[config.mk]
export PLATFORM = sky130hd
export DESIGN_NAME = gaussian_blur_bram
export DESIGN_NICKNAME = d
export VERILOG_FILES = /design/src/rtl/gaussian_blur_bram.sv
export SDC_FILE = /design/constraint.sdc
export NUM_CORES = 1
export LEC_CHECK = 0
export CAP_MARGIN = 20
export CORE_ASPECT_RATIO = 0.7
export CORE_UTILIZATION = 47
export DETAILED_ROUTE_END_ITERATION = 6
export PLACE_DENSITY = 0.68
export REMOVE_ABC_BUFFERS = 1
export SLEW_MARGIN = 20
export SYNTH_ARGS = -nofsm -noshare
export SYNTH_HDL_FRONTEND = slang
export SYNTH_SLANG_ARGS = --single-unit
export TNS_END_PERCENT = 30
[constraint.sdc]
create_clock -name clk_in -period 4.75 [get_ports clk_in]
set_clock_uncertainty 0.05 [all_clocks]
set_input_delay 0.475 -clock clk_in [delete_from_list [all_inputs] [get_ports clk_in]]
set_output_delay 0.475 -clock clk_in [all_outputs]
set_load 0.05 [all_outputs]
[src/rtl/gaussian_blur_bram.sv]
// 3x3 Gaussian blur between two BRAMs: nine clamped tap reads per pixel, tagged
// on return, accumulated and rounded; one output pixel every 10 + READ_LATENCY cycles.
module gaussian_blur_bram #(
  parameter int BIT_DEPTH    = 8,
  parameter int WIDTH        = 64,
  parameter int HEIGHT       = 64,
  parameter int READ_LATENCY = 2
) (
  input  logic                            clk_in,
  input  logic                            rst_n_in,
  input  logic                            start_in,
  output logic [$clog2(WIDTH*HEIGHT)-1:0] ext_read_addr,
  output logic                            ext_read_addr_valid,
  input  logic [BIT_DEPTH-1:0]            ext_pixel_in,
  output logic [$clog2(WIDTH*HEIGHT)-1:0] ext_write_addr,
  output logic                            ext_write_valid,
  output logic [BIT_DEPTH-1:0]            ext_pixel_out,
  output logic [$clog2(WIDTH)-1:0]        center_addr_x_used,
  output logic [$clog2(HEIGHT)-1:0]       center_addr_y_used,
  output logic                            busy,
  output logic                            blur_done
);
  localparam int AW    = $clog2(WIDTH*HEIGHT);
  localparam int XW    = $clog2(WIDTH);
  localparam int YW    = $clog2(HEIGHT);
  localparam int ACC_W = BIT_DEPTH + 4;
  localparam int WTW   = (READ_LATENCY > 1) ? $clog2(READ_LATENCY) : 1;

  typedef enum logic [2:0] {
    S_IDLE  = 3'd0,
    S_READ  = 3'd1,
    S_WAIT  = 3'd2,
    S_WRITE = 3'd3,
    S_DONE  = 3'd4
  } state_t;

  state_t           r_state, w_next_state;
  logic [3:0]       r_tap, w_tap_next;
  logic [WTW-1:0]   r_wait, w_wait_next;
  logic [XW-1:0]    w_cx_next;
  logic [YW-1:0]    w_cy_next;
  logic [AW-1:0]    r_pix, w_pix_next;
  logic [ACC_W-1:0] r_acc, w_acc_next, w_acc_rnd;
  logic [3:0]       r_tag [READ_LATENCY];
  logic [3:0]       w_tag_in, w_tag_out;
  logic [AW-1:0]    w_read_addr_next, w_write_addr_next;
  logic [BIT_DEPTH-1:0] w_pixel_out_next;
  logic             w_read_valid_next, w_write_valid_next, w_busy_next, w_done_next;

  function automatic logic [2:0] tap_weight(input logic [3:0] tap);
    case (tap)
      4'd4:                   return 3'd4;
      4'd1, 4'd3, 4'd5, 4'd7: return 3'd2;
      default:                return 3'd1;
    endcase
  endfunction

  // Tap k of center (cx,cy): row k/3, column k%3, coordinates clamped to the image.
  function automatic logic [AW-1:0] tap_addr(input logic [3:0] tap, input logic [XW-1:0] cx,
                                             input logic [YW-1:0] cy);
    logic [1:0] row, col;
    logic [XW-1:0] x;
    logic [YW-1:0] y;
    case (tap)
      4'd0, 4'd1, 4'd2: row = 2'd0;
      4'd3, 4'd4, 4'd5: row = 2'd1;
      default:          row = 2'd2;
    endcase
    case (tap)
      4'd0, 4'd3, 4'd6: col = 2'd0;
      4'd1, 4'd4, 4'd7: col = 2'd1;
      default:          col = 2'd2;
    endcase
    case (col)
      2'd0:    x = (cx == XW'(0)) ? cx : cx - XW'(1);
      2'd1:    x = cx;
      default: x = (cx == XW'(WIDTH - 1)) ? cx : cx + XW'(1);
    endcase
    case (row)
      2'd0:    y = (cy == YW'(0)) ? cy : cy - YW'(1);
      2'd1:    y = cy;
      default: y = (cy == YW'(HEIGHT - 1)) ? cy : cy + YW'(1);
    endcase
    return (AW'(y) * AW'(WIDTH)) + AW'(x);
  endfunction

  // State register.
  always_ff @(posedge clk_in or negedge rst_n_in) begin
    if (!rst_n_in) r_state <= S_IDLE;
    else           r_state <= w_next_state;
  end

  // Next-state logic.
  always_comb begin
    w_next_state = r_state;
    case (r_state)
      S_IDLE:  w_next_state = start_in ? S_READ : S_IDLE;
      S_READ:  w_next_state = (r_tap == 4'd8) ? S_WAIT : S_READ;
      S_WAIT:  w_next_state = (r_wait == WTW'(READ_LATENCY - 1)) ? S_WRITE : S_WAIT;
      S_WRITE: w_next_state = (r_pix == AW'(WIDTH*HEIGHT - 1)) ? S_DONE : S_READ;
      S_DONE:  w_next_state = S_IDLE;
      default: w_next_state = S_IDLE;
    endcase
  end

  // Tap/wait counters and center-pixel advance (x first, then y).
  always_comb begin
    w_tap_next  = r_tap;
    w_wait_next = r_wait;
    w_cx_next   = center_addr_x_used;
    w_cy_next   = center_addr_y_used;
    w_pix_next  = r_pix;
    case (r_state)
      S_IDLE: begin
        w_tap_next  = 4'd0;
        w_wait_next = WTW'(0);
        if (start_in) begin
          w_cx_next  = XW'(0);
          w_cy_next  = YW'(0);
          w_pix_next = AW'(0);
        end else begin
          w_pix_next = r_pix;
        end
      end
      S_READ: begin
        if (r_tap == 4'd8) begin
          w_wait_next = WTW'(0);
        end else begin
          w_tap_next = r_tap + 4'd1;
        end
      end
      S_WAIT: w_wait_next = (r_wait == WTW'(READ_LATENCY - 1)) ? WTW'(0) : r_wait + WTW'(1);
      S_WRITE: begin
        w_tap_next = 4'd0;
        if (r_pix != AW'(WIDTH*HEIGHT - 1)) begin
          w_pix_next = r_pix + AW'(1);
          if (center_addr_x_used == XW'(WIDTH - 1)) begin
            w_cx_next = XW'(0);
            w_cy_next = center_addr_y_used + YW'(1);
          end else begin
            w_cx_next = center_addr_x_used + XW'(1);
          end
        end else begin
          w_pix_next = r_pix;
        end
      end
      default: w_tap_next = r_tap;
    endcase
  end

  // Accumulate each returning datum with the weight tagged when it was addressed.
  always_comb begin
    w_tag_in  = (r_state == S_READ) ? {1'b1, tap_weight(r_tap)} : 4'd0;
    w_tag_out = r_tag[READ_LATENCY-1];
    if ((w_next_state == S_READ) && (r_state != S_READ)) begin
      w_acc_next = ACC_W'(0);
    end else if (w_tag_out[3]) begin
      w_acc_next = r_acc + ACC_W'(ext_pixel_in) * ACC_W'(w_tag_out[2:0]);
    end else begin
      w_acc_next = r_acc;
    end
    w_acc_rnd = w_acc_next + ACC_W'(8);
  end

  // Output logic: next values for the registered outputs.
  always_comb begin
    w_read_valid_next  = (w_next_state == S_READ) || (w_next_state == S_WAIT);
    w_write_valid_next = (w_next_state == S_WRITE);
    w_busy_next        = (w_next_state == S_READ) || (w_next_state == S_WAIT) ||
                         (w_next_state == S_WRITE);
    w_done_next        = (w_next_state == S_DONE);
    if (w_next_state == S_READ) begin
      w_read_addr_next = tap_addr(w_tap_next, w_cx_next, w_cy_next);
    end else if (w_next_state == S_WAIT) begin
      w_read_addr_next = ext_read_addr;
    end else begin
      w_read_addr_next = AW'(0);
    end
    if (w_next_state == S_WRITE) begin
      w_write_addr_next = r_pix;
      w_pixel_out_next  = BIT_DEPTH'(w_acc_rnd >> 4);
    end else begin
      w_write_addr_next = ext_write_addr;
      w_pixel_out_next  = ext_pixel_out;
    end
  end

  // Weight/valid tag pipeline, aligned with the source BRAM latency.
  always_ff @(posedge clk_in or negedge rst_n_in) begin
    if (!rst_n_in) begin
      for (int i = 0; i < READ_LATENCY; i++) r_tag[i] <= 4'd0;
    end else begin
      r_tag[0] <= w_tag_in;
      for (int i = 1; i < READ_LATENCY; i++) r_tag[i] <= r_tag[i-1];
    end
  end

  // Datapath and output registers.
  always_ff @(posedge clk_in or negedge rst_n_in) begin
    if (!rst_n_in) begin
      r_tap               <= 4'd0;
      r_wait              <= WTW'(0);
      r_pix               <= AW'(0);
      r_acc               <= ACC_W'(0);
      center_addr_x_used  <= XW'(0);
      center_addr_y_used  <= YW'(0);
      ext_read_addr       <= AW'(0);
      ext_read_addr_valid <= 1'b0;
      ext_write_addr      <= AW'(0);
      ext_write_valid     <= 1'b0;
      ext_pixel_out       <= BIT_DEPTH'(0);
      busy                <= 1'b0;
      blur_done           <= 1'b0;
    end else begin
      r_tap               <= w_tap_next;
      r_wait              <= w_wait_next;
      r_pix               <= w_pix_next;
      r_acc               <= w_acc_next;
      center_addr_x_used  <= w_cx_next;
      center_addr_y_used  <= w_cy_next;
      ext_read_addr       <= w_read_addr_next;
      ext_read_addr_valid <= w_read_valid_next;
      ext_write_addr      <= w_write_addr_next;
      ext_write_valid     <= w_write_valid_next;
      ext_pixel_out       <= w_pixel_out_next;
      busy                <= w_busy_next;
      blur_done           <= w_done_next;
    end
  end
endmodule
* After elaboration in Yosys (flattened, before gate mapping)
Index checks and enable logic that the tools add are counted.
** Operators by class
- Add/subtract/negate cells :: 12
- Multipliers :: 1
- Eq/ne operators :: 32
- Mux-type cells :: 39
- Reductions and logical operators :: 19
** Operator list (number)
- 2-to-1 mux 12 bit :: 6
- 2-to-1 mux 6 bit :: 12
- case mux 6 bit (2 select lines) :: 4
- equality test 4 x 3 -> 1 bit, second input constant :: 7
- adder 6 x 1 -> 6 bit, second input constant :: 4
- case mux 12 bit (2 select lines) :: 1
- equality test 6 bit, second input constant :: 3
- adder 12 x 1 -> 12 bit, second input constant :: 1
- adder 12 x 11 -> 12 bit :: 1
- adder 12 x 4 -> 12 bit, second input constant :: 1
- adder 12 x 6 -> 12 bit :: 1
- equality test 12 bit, second input constant :: 1
- equality test 3 x 2 -> 1 bit, second input constant :: 4
- equality test 4 x 2 -> 1 bit, second input constant :: 3
- zero test 6 bit :: 2
- != test 12 bit, second input constant :: 1
- case mux 3 bit (4 select lines) :: 1
- OR reduction 3 bit :: 4
- subtractor 6 x 1 -> 6 bit, second input constant :: 2
- multiplier 8 x 3 -> 11 bit :: 1
- equality test 4 x 1 -> 1 bit, second input constant :: 2
- 2-to-1 mux 4 bit :: 2
- != test 2 bit, second input constant :: 4
- case mux 2 bit (2 select lines) :: 2
- other kinds (24) :: 33
** Word-level totals
- Bits in registers :: 88
- Bits of input ports :: 11
- Output and inout port bits :: 48
- Logic and storage cells :: 119

* Depth between registers and ports, before layout
- Word-level depth :: 12
- Depth in mapped cells :: 15
- Depth with buffers taken out :: 15

* Worst setup path after synthesis
Ideal clock, no wire load.
- Path type :: input-to-reg
- From :: input port ext_pixel_in[2]
- To :: register ext_pixel_out[7]
- Library setup time :: 70 ps
- Data arrival time :: 4075 ps
- Slack :: 555 ps
- Stages :: 14
- Path buffers :: 0
- Cell sequence :: and2_1 > fa_1 > inv_1 > fa_1 > inv_1 > ha_1 > o21ai_0 > o21ai_1 > o211ai_1 > a2111oi_0 > nor3b_1 > or4_4 > or4_1 > nand3_1
** Between the ends
- Longest elaborated chain between the ends :: 5
** Ends and longest elaborated chain
- start, declared :: line 14 : input logic [BIT_DEPTH-1:0] ext_pixel_in,
- multiplier 8 x 3 -> 11 bit :: line 158 : w_acc_next = r_acc + ACC_W'(ext_pixel_in) * ACC_W'(w_tag_out[2:0]);
- adder 12 x 11 -> 12 bit :: line 158
- 2-to-1 mux 12 bit :: line 157 : end else if (w_tag_out[3]) begin
- 2-to-1 mux 12 bit :: line 155 : if ((w_next_state == S_READ) && (r_state != S_READ)) begin
- adder 12 x 4 -> 12 bit :: line 162 : w_acc_rnd = w_acc_next + ACC_W'(8);
- end signal, assigned :: line 225 : ext_pixel_out <= w_pixel_out_next;
- end, declared :: line 17 : output logic [BIT_DEPTH-1:0] ext_pixel_out,
No other way between the ends.
A chain may end at the register's enable or synchronous reset.

* Worst setup path in the final report
Ends and elaborated chain as after synthesis.

==> Flow_metrics.wiki <==
{| class="wikitable"
! Metric !! Value
|-
| Post-Layout Inst Area || 6990 um^2
|-
| TritonCTS clock tree || built
|-
| GR Util met1 || 35.0%
|-
| Pre-CTS setup slack || -0.0809 ns
|-
| Synthesis warning total || 0
|-
| Vias in the first global route || 4674
|-
| Height of the chip || 95.9 um
|-
| Die extent in x || 136 um
|-
| Min-delay worst type || in -> async
|-
| Clock Power Share || 14.9%
|-
| Most used DFF post-synth || sky130_fd_sc_hd__dfrtp_1
|-
| Synthesis-to-finish area growth || 18.0%
|-
| Ratio of cells with drive above 1 in the final layout || 10.6%
|-
| Maximum clock insertion buffer count || 2
|-
| FF+latch count, synth || 88
|-
| Worst-path clk slew || 0.06 ns
|-
| Area after DPL || 6690 um^2
|-
| Rows || 33
|-
| Residual DRC count || 0
|-
| Net switching power figure || 0.00216 W
|-
| Total die area || 13100 um^2
|-
| Antenna viol nets, final || 0
|-
| Internal portion of total power || 0.00248 W
|-
| Initial Util || 49.5%
|-
| Clock tree sinks || 88
|-
| Worst Path Max Fanout || 4
|-
| Number of antenna violations at the first check in global routing || 0
|-
| CTS root buf || sky130_fd_sc_hd__clkbuf_16
|-
| First drt pass iteration count || 5
|-
| Final hold slack || 0.0616 ns
|-
| Cells taking the most area after synthesis || sky130_fd_sc_hd__dfrtp_1 (37%), sky130_fd_sc_hd__ha_1 (5.7%), sky130_fd_sc_hd__fa_1 (5.1%), sky130_fd_sc_hd__inv_1 (4.0%), sky130_fd_sc_hd__nor2_1 (3.1%)
|-
| Sequential-to-total area share from yosys stat || 37.2%
|-
| Area of the mapped netlist || 5930 um^2
|-
| Met2 track demand over resource in global routing || 35.4%
|-
| Final Max Tran Viols || 0
|-
| Synth unique cells || 82
|-
| Pin count of the biggest net entering global routing || 48
|-
| Number of enable-type register cells in the synthesized netlist || 0
|-
| Relative contribution of sequential cells to total power || 24.0%
|-
| Count of input and output buffers || 58
|-
| Endpoints failing hold || 0
|-
| Startpoint kind of the worst setup timing path || input pin
|-
| Total leakage power || 3.14 nW
|-
| Layer with the highest usage after global routing || met2
|-
| Global placement routability congestion || 0.966
|-
| Switching Share || 46.5%
|-
| CTS H-tree lvls || 3
|-
| Transition time at the pin with the least slew margin || 0.894 ns
|-
| Async SR Flop Fraction || 100%
|-
| First-pass GRT wire length || 23800 um
|-
| Data arrival time of the critical path || 4.74 ns
|-
| Category of the most critical setup path || in -> reg
|-
| Status || finished, final reports clean
|-
| Mean instance size in the synthesized netlist || 9.35 um^2
|-
| Area of the core || 12000 um^2
|-
| Clock buffers created by TritonCTS || 9
|-
| Final WS setup || 0.227 ns
|-
| Part of the cycle the worst path needs || 95.2%
|-
| Total gr overflow || 0
|-
| Final wirelength || 14200 um
|-
| Worst rel slew slack || 40.2%
|-
| Power Dens Cells || 663 nW/um^2
|-
| Final instance count without filler cells || 856
|-
| Vias || 5014
|-
| Minimum clock period || 4.52 ns
|-
| Highest clock rate || 0.221 GHz
|-
| Most common cell after layout, fill and taps aside || sky130_fd_sc_hd__dfrtp_1
|-
| Power share of the combinational group || 61.1%
|-
| Required time at the worst-slack endpoint || 4.97 ns
|-
| Final setup violation count || 0
|-
| Gate count of the mapped netlist || 634
|-
| Count of inserted antenna diode cells || 0
|-
| Overall routing resource usage || 23.5%
|-
| HPWL after detailed placement || 10800 um
|-
| RSZ-0062 raised after global routing || no
|-
| Number of fillers in the final layout || 1036
|-
| Top cell type by total area after synthesis || sky130_fd_sc_hd__dfrtp_1
|-
| Overall power consumption || 0.00463 W
|-
| Wirelength per Cell || 16.6 um
|-
| Worst voltage drop across the vdd grid || 0.000269 V
|-
| Average via count per standard cell || 5.86
|-
| Share of Yosys cell area claimed by the top area cell type || 37.2%
|-
| Placed Cells || 840
|-
| Ports || 59
|-
| # nets final || 747
|-
| Max-capacitance violation count || 0
|-
| Met3 track demand over resource in global routing || 4.00%
|-
| Capturing element type of the critical path || flip-flop
|-
| Leading cell types in the layout, fill and taps excluded || sky130_fd_sc_hd__dfrtp_1 (88), sky130_fd_sc_hd__inv_1 (63), sky130_fd_sc_hd__clkdlybuf4s50_1 (57), sky130_fd_sc_hd__nor2_1 (49), sky130_fd_sc_hd__nand2_1 (44)
|-
| Worst-Skew Late Latency || 0.34 ns
|-
| Number of violations reported at the end of detailed-routing iteration 0 || 391
|-
| Number of hold buffers added after CTS || 0
|}
cell families (layout without fill, tap and decap cells):
family	count (synthesis)	after routing	synth area share, %
mux	22	22	4.12
buf+inv	86	151	6.10
xor+xnor	17	17	2.51
fa+ha+maj	42	42	10.8
simple gates	231	231	21.5
flops	88	88	37.2
compound gates	148	148	17.8
power groups by stage:
stage                     Clock [W]  Combinational (W)  Sequential [W]
after CTS                  0.000706            0.00280         0.00111
after floorplan                   0            0.00183         0.00127
after global placement            0            0.00273         0.00111
after global routing       0.000734            0.00312         0.00115
final                      0.000691            0.00283         0.00111
after detailed placement          0            0.00278         0.00112
cells in the mapped netlist, types with 10 or more instances:
master	instances
sky130_fd_sc_hd__a21oi_1	27
sky130_fd_sc_hd__and2_1	26
sky130_fd_sc_hd__clkbuf_1	11
sky130_fd_sc_hd__dfrtp_1	88
sky130_fd_sc_hd__fa_1	15
sky130_fd_sc_hd__ha_1	27
sky130_fd_sc_hd__inv_1	63
sky130_fd_sc_hd__mux2_2	16
sky130_fd_sc_hd__nand2_1	44
sky130_fd_sc_hd__nand3_1	24
sky130_fd_sc_hd__nand4_1	10
sky130_fd_sc_hd__nor2_1	49
sky130_fd_sc_hd__nor3_1	15
sky130_fd_sc_hd__o21ai_0	27
sky130_fd_sc_hd__xnor2_1	10
repair_timing:
item                       4_1_cts  5_1_grt
buffers inserted                 0        0
setup endpoints to repair        0        1
resized for setup                0        1
metal layers:
| layer | wire length [um] | up-vias |
|---|---|---|
| li1 | - | 2398 |
| met1 | 7180 | 2424 |
| met2 | 6130 | 175 |
| met3 | 776 | 17 |
| met4 | 147 | 0 |
| met5 | 0 | - |
final cells by class:
| cell class | count | area, um^2 | share of cell area [%] |
|---|---|---|---|
| clock buffer | 11 | 253 | 3.62 |
| clock inverter | 5 | 40.0 | 0.573 |
| inverter | 64 | 241 | 3.45 |
| multi-input combinational | 460 | 3380 | 48.4 |
| sequential | 88 | 2200 | 31.5 |
| tap | 157 | 196 | 2.81 |
| timing repair buffer | 71 | 676 | 9.67 |
worst max-delay path, stage by stage:
cell                              delay [ns]
sky130_fd_sc_hd__clkdlybuf4s50_1        0.44
sky130_fd_sc_hd__and2_1                 0.20
sky130_fd_sc_hd__fa_1                   0.53
sky130_fd_sc_hd__inv_1                  0.05
sky130_fd_sc_hd__fa_1                   0.49
sky130_fd_sc_hd__inv_1                  0.04
sky130_fd_sc_hd__ha_1                   0.31
sky130_fd_sc_hd__o21ai_0                0.14
sky130_fd_sc_hd__o21ai_1                0.17
sky130_fd_sc_hd__o211ai_1               0.14
sky130_fd_sc_hd__a2111oi_0              0.49
sky130_fd_sc_hd__nor3b_1                0.13
sky130_fd_sc_hd__or4_4                  0.57
sky130_fd_sc_hd__or4_1                  0.47
sky130_fd_sc_hd__nand3_1                0.09
worst paths after layout:
path / end / slack [ns] / cells after the start / startpoint
worst max-delay path: ext_pixel_out[7] / 0.23 / 15 / ext_pixel_in[2]
worst min-delay path: ext_pixel_out[4] / 0.06 / 1 / rst_n_in
worst max register to register: ext_pixel_out[7] / 0.33 / 14 / w_tag_out[2]
worst min register to register: w_tag_out[1] / 0.32 / 0 / r_tag[5]
max in group asynchronous: center_addr_y_used[2] / 3.58 / 2 / rst_n_in
min in group clk_in: w_tag_out[1] / 0.32 / 0 / r_tag[5]
stage by stage:
stage / setup TNS, ns / utilization (%)
after CTS: 0 / 58.3
after global placement: 0 / 55.9
final: 0 / 58.4
after global routing: 0 / 58.4
after detailed placement: -0.0809 / 55.9
after floorplan: 0 / -
registers in the layout, indices dropped and copies added, names as in the netlist, 6 cells and up:
register / flops
center_addr_y_used: 6
r_pix: 12
ext_pixel_out: 8
center_addr_x_used: 6
r_acc: 12
ext_read_addr: 12
ext_write_addr: 12
Power figures use the tool's default switching activity.
